`config.mk`:
```
export PLATFORM = sky130hd
export DESIGN_NAME = mul_unit
export DESIGN_NICKNAME = d
export VERILOG_FILES = /design/src/rtl/mul_unit.sv
export SDC_FILE = /design/constraint.sdc
export NUM_CORES = 1
export LEC_CHECK = 0
export ABC_CLOCK_PERIOD_IN_PS = 25300
export CAP_MARGIN = 10
export CORE_MARGIN = 2
export CORE_UTILIZATION = 54
export DETAILED_ROUTE_END_ITERATION = 10
export MAX_ROUTING_LAYER = met4
export PLACE_DENSITY_LB_ADDON = 0.3
export REMOVE_ABC_BUFFERS = 1
export SYNTH_ARGS = -nofsm -noshare
export SYNTH_HDL_FRONTEND = slang
export SYNTH_SLANG_ARGS = --single-unit
```
`constraint.sdc`:
```
create_clock -name clk -period 25.3 [get_ports clk]
set_input_delay 7.59 -clock clk [delete_from_list [all_inputs] [get_ports clk]]
set_output_delay 7.59 -clock clk [all_outputs]
set_load 0.05 [all_outputs]
```
`src/rtl/mul_unit.sv`:
```
// RV32M multiply issue/result-select stage: drives the external multiplier handshake,
// picks the product half, applies the MULHSU correction and keeps a one-entry product cache.
module mul_unit #(
  parameter int XLEN = 32
) (
  input  logic              clk,
  input  logic              rst,
  input  logic              req_valid,
  output logic              req_ready,
  input  logic [1:0]        req_op,
  input  logic [XLEN-1:0]   req_a,
  input  logic [XLEN-1:0]   req_b,
  output logic              resp_valid,
  input  logic              resp_ready,
  output logic [XLEN-1:0]   resp_data,
  output logic [XLEN-1:0]   mul_a,
  output logic [XLEN-1:0]   mul_b,
  output logic              mul_is_signed,
  output logic              mul_stb,
  input  logic [2*XLEN-1:0] mul_o,
  input  logic              mul_ack
);

  localparam logic [1:0] IDLE  = 2'd0;
  localparam logic [1:0] ISSUE = 2'd1;
  localparam logic [1:0] WAIT  = 2'd2;
  localparam logic [1:0] RESP  = 2'd3;

  localparam logic [1:0] OP_MUL    = 2'd0;
  localparam logic [1:0] OP_MULH   = 2'd1;
  localparam logic [1:0] OP_MULHSU = 2'd2;

  logic [1:0]        state;
  logic [1:0]        op_p0;
  logic [XLEN-1:0]   a_p0;
  logic [XLEN-1:0]   b_p0;
  logic              cache_vld;
  logic              cache_signed;
  logic [XLEN-1:0]   cache_a;
  logic [XLEN-1:0]   cache_b;
  logic [2*XLEN-1:0] cache_p;
  logic              hit;
  logic              done;
  logic [XLEN-1:0]   hit_res;
  logic [XLEN-1:0]   ack_res;

  // MULHSU is issued unsigned; subtracting b when a is negative turns a*b into (signed a)*b.
  function automatic logic [XLEN-1:0] select_result(input logic [1:0] op,
                                                    input logic [2*XLEN-1:0] p,
                                                    input logic [XLEN-1:0] a,
                                                    input logic [XLEN-1:0] b);
    logic [XLEN-1:0] hi;
    hi = p[2*XLEN-1:XLEN];
    case (op)
      OP_MUL:    return p[XLEN-1:0];
      OP_MULHSU: return hi - (a[XLEN-1] ? b : '0);
      default:   return hi;
    endcase
  endfunction

  // The low half is sign-independent, so MUL hits on either cached signedness.
  always_comb begin
    hit = cache_vld && (req_a == cache_a) && (req_b == cache_b) &&
          ((req_op == OP_MUL) || ((req_op == OP_MULH) == cache_signed));
  end

  assign hit_res       = select_result(req_op, cache_p, req_a, req_b);
  assign ack_res       = select_result(op_p0, mul_o, a_p0, b_p0);
  assign done          = ((state == ISSUE) || (state == WAIT)) && mul_ack;
  assign req_ready     = (state == IDLE);
  assign resp_valid    = (state == RESP);
  assign mul_stb       = (state == ISSUE);
  assign mul_a         = a_p0;
  assign mul_b         = b_p0;
  assign mul_is_signed = (op_p0 == OP_MULH);

  // Stage p0: request capture, multiplier wait and result hold.
  always_ff @(posedge clk) begin
    if (rst) begin
      state     <= IDLE;
      cache_vld <= 1'b0;
      op_p0     <= '0;
      a_p0      <= '0;
      b_p0      <= '0;
      resp_data <= '0;
    end else begin
      case (state)
        IDLE: begin
          if (req_valid) begin
            op_p0 <= req_op;
            a_p0  <= req_a;
            b_p0  <= req_b;
            if (hit) begin
              resp_data <= hit_res;
              state     <= RESP;
            end else begin
              state <= ISSUE;
            end
          end
        end
        ISSUE, WAIT: begin
          if (mul_ack) begin
            resp_data <= ack_res;
            cache_vld <= 1'b1;
            state     <= RESP;
          end else begin
            state <= WAIT;
          end
        end
        default: begin
          if (resp_ready) state <= IDLE;
        end
      endcase
    end
  end

  always_ff @(posedge clk) begin
    if (!rst && done) begin
      cache_p      <= mul_o;
      cache_a      <= a_p0;
      cache_b      <= b_p0;
      cache_signed <= (op_p0 == OP_MULH);
    end
  end

endmodule

```
---- Word level (Yosys, flattened, before mapping) ----
Cells that the tools add are included.
operators by class
  muxes and demuxes ....................... 13
  equal/unequal tests ..................... 13
  reductions and logical operators ........ 18
  $add $sub $neg .......................... 2
operators by type and width
  kind                                                   number
  one-hot mux 32 bit (2 select lines)                    3
  2-to-1 mux 32 bit                                      5
  == test 32 bit                                         2
  subtractor 32 bit                                      2
  == test 2 bit, second input constant                   4
  == test 2 x 1 -> 1 bit, second input constant          3
  logical NOT 2 bit                                      3
  2-to-1 mux 2 bit                                       3
  AND reduction 2 bit                                    3
  logical AND 1 bit                                      5
  inequality test 2 bit, second input constant           2
  one-hot mux 2 bit (2 select lines)                     1
  AND reduction 4 bit                                    1
  nonzero test 3 bit                                     1
  logical OR 1 bit                                       2
  inequality test 2 x 1 -> 1 bit, second input constant  1
  nonzero test 2 bit                                     1
  OR reduction 2 bit                                     1
  == test 1 bit                                          1
  logical NOT 1 bit                                      1
  2-to-1 mux 1 bit                                       1
storage, ports and cells
  word-level logic and storage cells ...... 56
  output and inout port bits .............. 100
  flip-flop bits (word level) ............. 230

---- Depth between registers and ports, before layout ----
  word-level depth ........................ 7
  depth in mapped cells ................... 15
  gate-level depth less buffers ........... 13

---- Worst setup path before layout ----
No wires, ideal clock.
  path kind ............................... in2reg
  start point ............................. input port rst
  end point ............................... register cache_a[0] (enable)
  data arrival time ....................... 13,371 ps
  setup slack ............................. 11,309 ps
  path buffers ............................ 2
  required time ........................... 24,680 ps
  setup time .............................. 620 ps
  cell stages on the path ................. 3
  cell sequence ........................... clkbuf_1 clkbuf_1 nor2_1
between the ends
  cells in the longest elaborated chain, start to end .. 2
ends and longest elaborated chain
  element               line  text
  start, declared       7     input logic rst,
  logical NOT 1 bit     118   if (!rst && done) begin
  logical AND 1 bit     118
  end signal, assigned  120   cache_a <= a_p0;
  end, declared         39    logic [XLEN-1:0] cache_a;
No other way between the ends.
A chain may end at the register's enable or synchronous reset.

---- Worst setup path in the final report ----
  start point ............................. input port req_op[0]
  end point ............................... register resp_data[26]
between the ends
  cells in the longest elaborated chain, start to end .. 6
  elaborated cells on any way between the ends .. 12
ends and longest elaborated chain
  element                                                                                      line  text
  start, declared                                                                              10    input logic [1:0] req_op,
  parallel branches: the longest is 6 deep, another holds one-hot mux 32 bit (2 select lines)  -
  end signal, assigned                                                                         94    resp_data <= hit_res;
  end signal, assigned                                                                         103   resp_data <= ack_res;
  end, declared                                                                                15    output logic [XLEN-1:0] resp_data,
Parallel ways; which one is timed is not known. The select of a mux whose other input is x is not followed.

==> flow_summary_export.csv <==
group,metric,value,unit
route,route.detailed.drc,0,
status,status,"complete, no violations",
worst_setup_path,r2r_cells,13,
min_path,hp-start,"mul_a[25]",
min_path,whs_path_depth,0,
sta,finalSetupTns,0,ns
worst_setup_path,crit_arrival,11.78,ns
clock_network,holdBufCountCts,0,
sta,worst_pin_slew,1.054,ns
final_layout,final_layout_size_suffix_gt1_share,4.961,%
floorplanning,start_util,54.88,%
worst_setup_path,r2r_end,"resp_data[29]",
worst_setup_path,worstPathRequired,25.76,ns
min_path,hold_end,"cache_a[25]",
worst_setup_path,crit_top_cell,"buf_4",
clock_network,cts_tree,"built",
power_and_ir_drop,power.leakage,6.153,nW
route,viasPerCell,6.119,
yosys,synth_top_area_share,29.02,%
global_route,antenna_found_initial,1,
sta,rsz0062_at_grt,"no",
sta,slew_viol_final,0,
sta,finalCriticalPeriod,11.31,ns
global_route,grt_max_degree,68,
yosys,synth-seq-cells,230,
min_path,hold_path_class,"reg2reg",
clock_network,clock_path_buffers,3,
route,route.antenna.remaining_nets,0,
place,place_inst,1949,
worst_setup_path,cp_top_family,"buffers and inverters",
sta,setup_viol,0,
worst_setup_path,critPathSlowestCell,"nor2_1",
clock_network,root_buffer,"clkbuf_16",
worst_setup_path,reg2reg_setup_slack,20.90,ns
route,drt_pre_antenna_iters,7,
worst_setup_path,cp-end-kind,"register",
floorplanning,die_h,161.2,µm
place,dpl.hpwl,32520,µm
sta,finClkSkew,0.02788,ns
power_and_ir_drop,ir_drop,78.19,µV
worst_setup_path,critPathKind,"in2reg",
floorplanning,core_area,0.02432,mm²
yosys,syn_area,0.01335,mm²
clock_network,htree_levels,1,
clock_network,clock-sinks,230,
global_route,grt_pass1_wl,67770,µm
floorplanning,fp.dieW,161.2,µm
global_route,grt_pass1_vias,11900,
global_route,grt_util_all_layers,34.90,%
global_route,grt_overflow,0,
clock_network,cts-buffers-inserted,26,
place,dp_slack,13.54,ns
worst_setup_path,path_buf_inv,4,
route,drt_iter0_markers,1083,
route,wl_per_cell,22.63,µm
yosys,synth-seq-area-share,44.17,%
final_layout,final_nets,1871,
sta,finalHoldViolations,0,
power_and_ir_drop,power_density,93.48,mW/mm²
yosys,ys_top_cells_by_area,"edfxtp_1 (29%), dfxtp_1 (15%), nand2_1 (8.1%)",
sta,slew-limit-headroom,29.45,%
worst_setup_path,reg2reg_from,"mul_a[31]",
job,maxCapViolCount,0,
yosys,synth-main-ff-cell,"edfxtp_1",
yosys,yosysUniqueCellTypes,90,
floorplanning,num_rows,57,
sta,fmax,88.39,MHz
yosys,synth_area_per_cell,9.256,µm²
worst_setup_path,startpoint_type,"primary input",
floorplanning,dieArea,0.02599,mm²
worst_setup_path,path_cells,"clkdlybuf4s50_1 > buf_4 > inv_1 > o311ai_0 > nor4_1 > nand4_1 > a21oi_4 > buf_4 > nor2_1 > a221oi_1 > a211oi_2",
clock_network,postCtsResizedCells,0,
route,vias,12220,
floorplanning,io_pins,235,
yosys,synth-edff-count,129,
yosys,synth_warnings,0,
clock_network,clk_latency,0.56,ns
yosys,yosys.area.top_type,"edfxtp_1",
final_layout,instances_no_fill,1997,
clock_network,path_clk_slew,0.06,ns
worst_setup_path,cp_max_fo,41,
worst_setup_path,critPathMaxStageDelay,0.85,ns
sta,period_share,44.72,%
place,io_buffers,234,
final_layout,syn_to_final_growth,25.22,%
place,gp_congestion,0.9462,
yosys,syn_inst,1442,
sta,setup_ws,13.99,ns
yosys,synthArstFlopShare,0,%
route,wl,45190,µm
final_layout,n_antenna_cell,0,
clock_network,cts_setup_buffers,0,
## worst reg2reg max path, delay by kind of cell (launching register included)
| kind | cells | cell delay, ns |
|---|---|---|
| AO/OA/AOI/OAI | 6 | 1.55 |
| adder cells (fa/ha/maj) | 1 | 0.45 |
| buffers and inverters | 1 | 0.49 |
| flip-flops | 1 | 0.33 |
| AND/OR/NAND/NOR | 5 | 1.47 |
## worst max-delay path by stage
| stage | depth (start not counted) | slack (ns) | to | start |
|---|---|---|---|---|
| finish | 11 | 13.99 | resp_data[26] | req_op[0] |
| global route | 11 | 13.78 | resp_data[26] | req_op[0] |
| CTS | 11 | 14.07 | resp_data[26] | req_op[0] |
| detailed placement | 11 | 13.54 | resp_data[26] | req_op[0] |
| global placement | 11 | 13.58 | resp_data[26] | req_op[0] |
| floorplan | 2 | 11.64 | cache_a[0] | mul_ack |
## power breakdown
| part | internal (mW) | leakage [nW] | switching [mW] | total, mW |
|---|---|---|---|---|
| Sequential | 0.476 | 2.02 | 0.0472 | 0.524 |
| Clock | 0.200 | 0.399 | 0.162 | 0.363 |
| Combinational | 0.221 | 3.74 | 0.455 | 0.676 |
| Total | 0.898 | 6.15 | 0.665 | 1.56 |
## kinds of logic after synthesis
kind of cell,Yosys count,synth area share (%)
and+or+nand+nor,487,16.01
xor gates and xnor gates,96,6.300
AOI/OAI and AO/OA,415,20.15
buffers and inverters,104,3.441
DFF,230,44.17
muxes,27,2.034
adders and majority gates,83,7.894
## state kept, by name, indices dropped and copies added, names as in the netlist, 2 cells and up
register / flops
mul_b: 32
cache_a: 32
resp_data: 32
mul_a: 32
cache_b: 32
cache_p: 64
op_p0: 2
state: 2
## layer usage
layer	routed length, µm	global-route usage [%]	vias up
met5	0	-	-
met4	2533	17.45	0
met3	3871	4.956	146
met2	20930	55.44	664
met1	17860	43.91	5775
li1	-	-	5635
## area by class of cell
type | count | area, µm²
Timing Repair Buffer | 249 | 2447
Clock buffer | 36 | 718.2
Inverter | 38 | 142.6
Clock inverter | 12 | 91.34
Tap cell | 324 | 405.4
Multi-Input combinational cell | 1108 | 7010
Sequential cell | 230 | 5897
Fill cell | 1917 | 7607
## cells in the mapped netlist (6+ instances only)
library cell	count
dfxtp_1	101
a21o_1	32
nor2b_1	25
o21ai_1	8
nor2_1	82
ha_1	81
a21boi_0	7
o21ai_0	71
clkbuf_1	44
a221oi_1	7
o211ai_1	10
edfxtp_1	129
nand2_1	287
mux2i_1	26
a211oi_1	18
xnor2_1	41
and2_1	7
a21oi_1	160
o31ai_1	8
nor3_1	12
o21a_1	8
inv_1	35
nor4_1	8
xor2_1	55
nand3_1	13
buf_1	12
a2111oi_0	8
a22oi_1	6
nand2b_1	10
nand4_1	13
## cells in the final DEF (no fill, tap or decap), types with 6 or more instances in the layout
cell,netlist,layout
nand2_1,287,286
nor4_1,8,8
o21a_1,8,8
clkbuf_16,0,26
nand2b_1,10,10
and2_1,7,6
a21o_1,32,32
buf_4,1,16
edfxtp_1,129,129
o21ai_0,71,71
nand3_1,13,13
o31ai_1,8,8
clkdlybuf4s50_1,0,232
a21boi_0,7,7
ha_1,81,81
a211oi_1,18,18
xor2_1,55,55
a2111oi_0,8,8
a22oi_1,6,6
clkinv_2,0,7
clkbuf_1,44,7
a21oi_1,160,160
nor2_1,82,81
mux2i_1,26,26
o211ai_1,10,10
nand4_1,13,13
nor2b_1,25,25
dfxtp_1,101,100
xnor2_1,41,41
o21ai_1,8,8
a221oi_1,7,7
nor3_1,12,12
inv_1,35,35
## through the flow
| step | hold slack, ns | total power [mW] | cell area, µm² | util, % |
|---|---|---|---|---|
| after global routing | 0.4564 | 1.629 | 16710 | 68.72 |
| after global placement | 0.4350 | 1.189 | 15900 | 65.39 |
| final | 0.4483 | 1.562 | 16710 | 68.72 |
| after floorplan | 0.4304 | 0.9496 | 13030 | - |
| after detailed placement | 0.4368 | 1.197 | 15900 | 65.39 |
| after CTS | 0.4478 | 1.558 | 16710 | 68.72 |
Power figures use the tool's default switching activity.
==> edit 1: new RTL, same settings <==
Make the reset (`rst`) asynchronous in one clocked block.
--- a/src/rtl/mul_unit.sv
+++ b/src/rtl/mul_unit.sv
@@ -76,5 +76,5 @@
 
   // Stage p0: request capture, multiplier wait and result hold.
-  always_ff @(posedge clk) begin
+  always_ff @(posedge clk or posedge rst) begin
     if (rst) begin
       state     <= IDLE;
Check against the original RTL: differs if rst is asserted again (counterexample within 4 cycles, from zero or initial values and one cycle with rst high); with rst held inactive, the same outputs for 4 cycles.
==> edit 1 against the original RTL <==
Wire length rose by 7.4%. Synthesized cell count fell by 5.5%. Sequential cell count did not move. Sequential power rose by 23%. Design area rose by 4.1%. Power rose by 49%. Setup slack improved by 0.32 ns. Synthesized area rose by 4.6%. Largest power group unchanged. Highest routed layer unchanged.
==> edit 1: results (changes against the original RTL) <==
status: "complete, no violations"
ys_types: 74  # -18%
clk_latency_ns: 0.57
path_max_fanout: 34  # -17%
ys_top_cells_by_area: "edfxtp_1 28%, dfrtp_1 18%, ha_1 7.3%, mux2_2 5.1%, nand2_1 4.3%"
nets: 1795  # -4.1%
fin_util: 0.689  # +0.00172
avgSynthCellArea_sq_um: 10.2  # +11%
layout-drive-gt1-share: 0.0845  # +0.0349
vias: 12400  # +1.1%
grt_max_degree: 76  # +12%
synth-edff-count: 129  # unchanged
seq_area_frac_synth: 0.458  # +0.0166
fillCellCount: 1932  # +0.78%
routedWlPerCell_um: 25.2  # +11%
p_leak_nw: 6.78  # +10%
drtIter0Drc: 1626  # +50%
dpl.hpwl_mm: 35.6  # +9.5%
crit_arrival_ns: 11.42  # -0.36 ns
ys_top_cells_by_count: "159 x nand2_1, 129 x edfxtp_1, 101 x dfrtp_1"
peakVddDrop_uv: 105  # +35%
grt_pass1_wl_mm: 72.5  # +6.9%
drtPass1Iterations: 6  # -1
clkPwrFrac: 0.153  # -0.079
place_congestion: 0.990  # +4.6%
track_usage: 0.366  # +0.0175
synth_adder_area_share: 0.0754  # -0.00351
p_sw_frac: 0.485  # +0.0596
synth.area.mux_share: 0.0694  # +0.0491
power.share.combinational: 0.570  # +0.137
synth-xor-area-share: 0.0502  # -0.0128
place_area_sq_mm: 0.0166  # +4.4%
final_cells: 1929  # -3.4%
pre_cts_slack_ns: 13.83  # +0.291 ns
skew_ns: 0.0208  # -0.00708 ns
async_flop_share: 0.439  # +0.439
antenna_found_initial: 2  # +1
==> edit 1: changes by cell type after synthesis, moves of 12 or more <==
cell	unedited run	this run
nand2_1	287	159
a31oi_1	5	17
clkbuf_1	44	57
dfxtp_1	101	0
a21oi_1	160	86
dfrtp_1	0	101
xor2_1	55	42
mux2_2	1	63
a211oi_1	18	30
==> edit 1: final timing paths <==
path	from	end	slack (ns)	cells past startpoint
worst min register to register	mul_a[11]$_DFFE_PP0P_	cache_a[11]$_DFFE_PP_	0.46	0
max in group asynchronous	rst	op_p0[0]$_DFFE_PP0P_	16.43	3
worst min-delay path	mul_a[11]$_DFFE_PP0P_	cache_a[11]$_DFFE_PP_	0.46	0
worst max register to register	mul_a[31]$_DFFE_PP0P_	resp_data[28]$_DFFE_PP0P_	21.06	12
min in group asynchronous	rst	mul_b[31]$_DFFE_PP0P_	7.46	2
worst max-delay path	req_a[31]	resp_data[28]$_DFFE_PP0P_	14.31	13
==> edit 1: per-layer routing <==
layer	global-route usage	part of all wire	routed length, um	vias up
met5	-	0	0	-
met3	0.0718	0.10	4830	110
met1	0.496	0.41	19900	5957
li1	-	-	-	5539
met4	0.117	0.036	1730	0
met2	0.559	0.46	22100	749
==> edit 1: critical path, stage by stage <==
cell and delay [ns]:
clkdlybuf4s50_1 0.39, buf_4 0.25, and2_1 0.24, ha_1 0.20, fa_1 0.42, nand3b_1 0.20
a211oi_1 0.44, o21bai_1 0.22, a211o_1 0.41, a2111oi_0 0.47, o21ai_0 0.17, a211oi_1 0.28
o41ai_2 0.11
==> edit 1: cell type report <==
cell class                      instances  share of cell area
Sequential cell                       230               0.368
Tap cell                              330              0.0237
Clock inverter                         14             0.00575
Inverter                               39             0.00856
Timing Repair Buffer                  250               0.142
Antenna cell                            2            0.000288
Clock buffer                           34              0.0397
Multi-Input combinational cell       1030               0.412
==> edit 2: new RTL, config.mk and constraints unchanged <==
Without the edit above. Change the parameter `XLEN` from 32 to 24.
--- a/src/rtl/mul_unit.sv
+++ b/src/rtl/mul_unit.sv
@@ -2,5 +2,5 @@
 // picks the product half, applies the MULHSU correction and keeps a one-entry product cache.
 module mul_unit #(
-  parameter int XLEN = 32
+  parameter int XLEN = 24
 ) (
   input  logic              clk,
Interface: changed (6 resized); port bits go from 235 to 179. The function was not compared with the original's and may differ.
==> edit 2 against the original RTL <==
Hold slack improved by 0.014 ns. Wire length is 33% lower. Sequential cell count decreased by 56. Design area decreased by 26%. Sequential power fell by 25%. Setup slack better by 0.51 ns. Combinational power decreased by 22%. Largest power group unchanged. Synthesized area is 26% lower. Power shrank 24%. Clock power shrank 27%.
==> edit 2: results (changes against the original RTL) <==
status: "complete, no violations"
cp_slowest_cell: "clkdlybuf4s50_1"
crit_arrival_ns: 11.12  # -0.66 ns
cp_top_family: "compound AO/OA/AOI/OAI gates"
power.internal_uw: 680  # -24%
largest_reg_flops: 48  # -25%
regToRegSetupSlack_ns: 21.40  # +0.50 ns
path_max_fanout: 26  # -37%
slew_viol_final: 0  # unchanged
hp-start: "mul_a[3]$_SDFFE_PP0P_"
drtIter0Drc: 742  # -31%
dpl.hpwl_mm: 21.5  # -34%
drtPass1Iterations: 6  # -1
clk_latency_ns: 0.44  # -0.12 ns
seq_area_frac_synth: 0.450  # +0.00855
hp-class: "register to register"
timing.rr.end: "resp_data[20]$_SDFFE_PP0P_"
htreeDepth: 4  # +3
ys_types: 77  # -14%
grt_pass1_wl_mm: 47.2  # -30%
synth_adder_area_share: 0.0660  # -0.0129
r2r_cells: 14  # +1
numPortBuffers: 178  # -24%
slowest_delay_ns: 0.46  # -0.39 ns
layout-drive-gt1-share: 0.0554  # +0.00581
synth-xor-area-share: 0.0682  # +0.00518
grt_pass1_vias: 8618  # -28%
cts_buffers: 17  # -35%
ys_top_cells_by_count: "190 x nand2_1, 120 x a21oi_1, 97 x edfxtp_1"
clock_path_buffers: 2  # -1
grt_max_degree: 68  # unchanged
routed_wl_mm: 30.3  # -33%
place_congestion: 0.914  # -3.4%
nets: 1368  # -27%
vias: 8824  # -28%
peakVddDrop_uv: 117  # +50%
synth_compound_area_frac: 0.197  # -0.00414
r2r-start: "mul_a[23]$_SDFFE_PP0P_"
synth.area.mux_share: 0.0276  # +0.00723
synth-edff-count: 97  # -25%
min_to: "cache_a[3]$_DFFE_PP_"
ys_top_cells_by_area: "edfxtp_1 29%, dfxtp_1 16%, nand2_1 7.2%, ha_1 6.2%, a21oi_1 6.1%"
skew_ns: 0.0128  # -0.0151 ns
antenna_found_initial: 0  # -1
p_leak_nw: 4.51  # -27%
track_usage: 0.320  # -0.0289
max_slew_margin: 0.309  # +0.0142
-- edit 2: changes by cell type in the layout (fill, tap and decap cells not counted), moves of 8 or more --
cell,change
nand2_1,-96
clkdlybuf4s50_1,-55
a21oi_1,-40
edfxtp_1,-32
ha_1,-32
nor2_1,-31
o21ai_0,-26
dfxtp_1,-23
xor2_1,-21
a21o_1,-19
clkbuf_16,-8
-- edit 2: logic make-up (layout without fill, tap and decap cells) --
family,Yosys count,count (layout)
simple gates,342,342
compound gates,296,296
flops,174,174
buf+inv,91,260
xor+xnor,77,77
fa+ha+maj,51,51
mux,27,27
-- edit 2: layout make-up --
| class | count | area (sq um) |
|---|---|---|
| inverter | 38 | 143 |
| clock buffer | 20 | 478 |
| tap | 229 | 287 |
| fill | 1428 | 5530 |
| sequential | 174 | 4450 |
| clock inverter | 12 | 109 |
| timing repair buffer | 190 | 1870 |
| multi-input combinational | 793 | 5090 |
-- edit 2: worst max-delay path by stage --
stage | slack, ns | endpoint | start
2_1_floorplan | 13.02 | cache_a[0]$_DFFE_PP_ | mul_ack
3_3_place_gp | 14.23 | resp_data[20]$_SDFFE_PP0P_ | mul_o[24]
3_5_place_dp | 14.17 | resp_data[20]$_SDFFE_PP0P_ | req_a[23]
4_1_cts | 14.59 | resp_data[20]$_SDFFE_PP0P_ | req_a[23]
5_1_grt | 14.34 | resp_data[22]$_SDFFE_PP0P_ | req_a[23]
6_report | 14.49 | resp_data[20]$_SDFFE_PP0P_ | req_a[23]
-- edit 2: per-layer routing --
metal | vias up | GRT usage | routed length, um | part of all wire
met5 | - | - | 0 | 0
met4 | 0 | 0.115 | 870 | 0.029
met3 | 59 | 0.0513 | 2600 | 0.086
met2 | 433 | 0.503 | 14100 | 0.47
met1 | 4211 | 0.422 | 12700 | 0.42
li1 | 4121 | - | - | -
-- edit 2: metrics by stage --
stage,setup WS [ns],instance area [sq um],cells,hold slack [ns]
5_1_grt,14.34,12400,1456,0.476
3_3_place_gp,14.23,11800,1424,0.436
3_5_place_dp,14.17,11800,1424,0.445
2_1_floorplan,13.02,9680,1005,0.436
4_1_cts,14.59,12400,1456,0.461
6_report,14.49,12400,1456,0.463
-- edit 2: power by group through the flow --
stage / logic, mW / clock network, mW / registers (mW)
6_report: 0.530 / 0.264 / 0.394
5_1_grt: 0.566 / 0.277 / 0.399
4_1_cts: 0.529 / 0.266 / 0.394
3_5_place_dp: 0.525 / 0 / 0.399
3_3_place_gp: 0.520 / 0 / 0.397
2_1_floorplan: 0.238 / 0 / 0.503
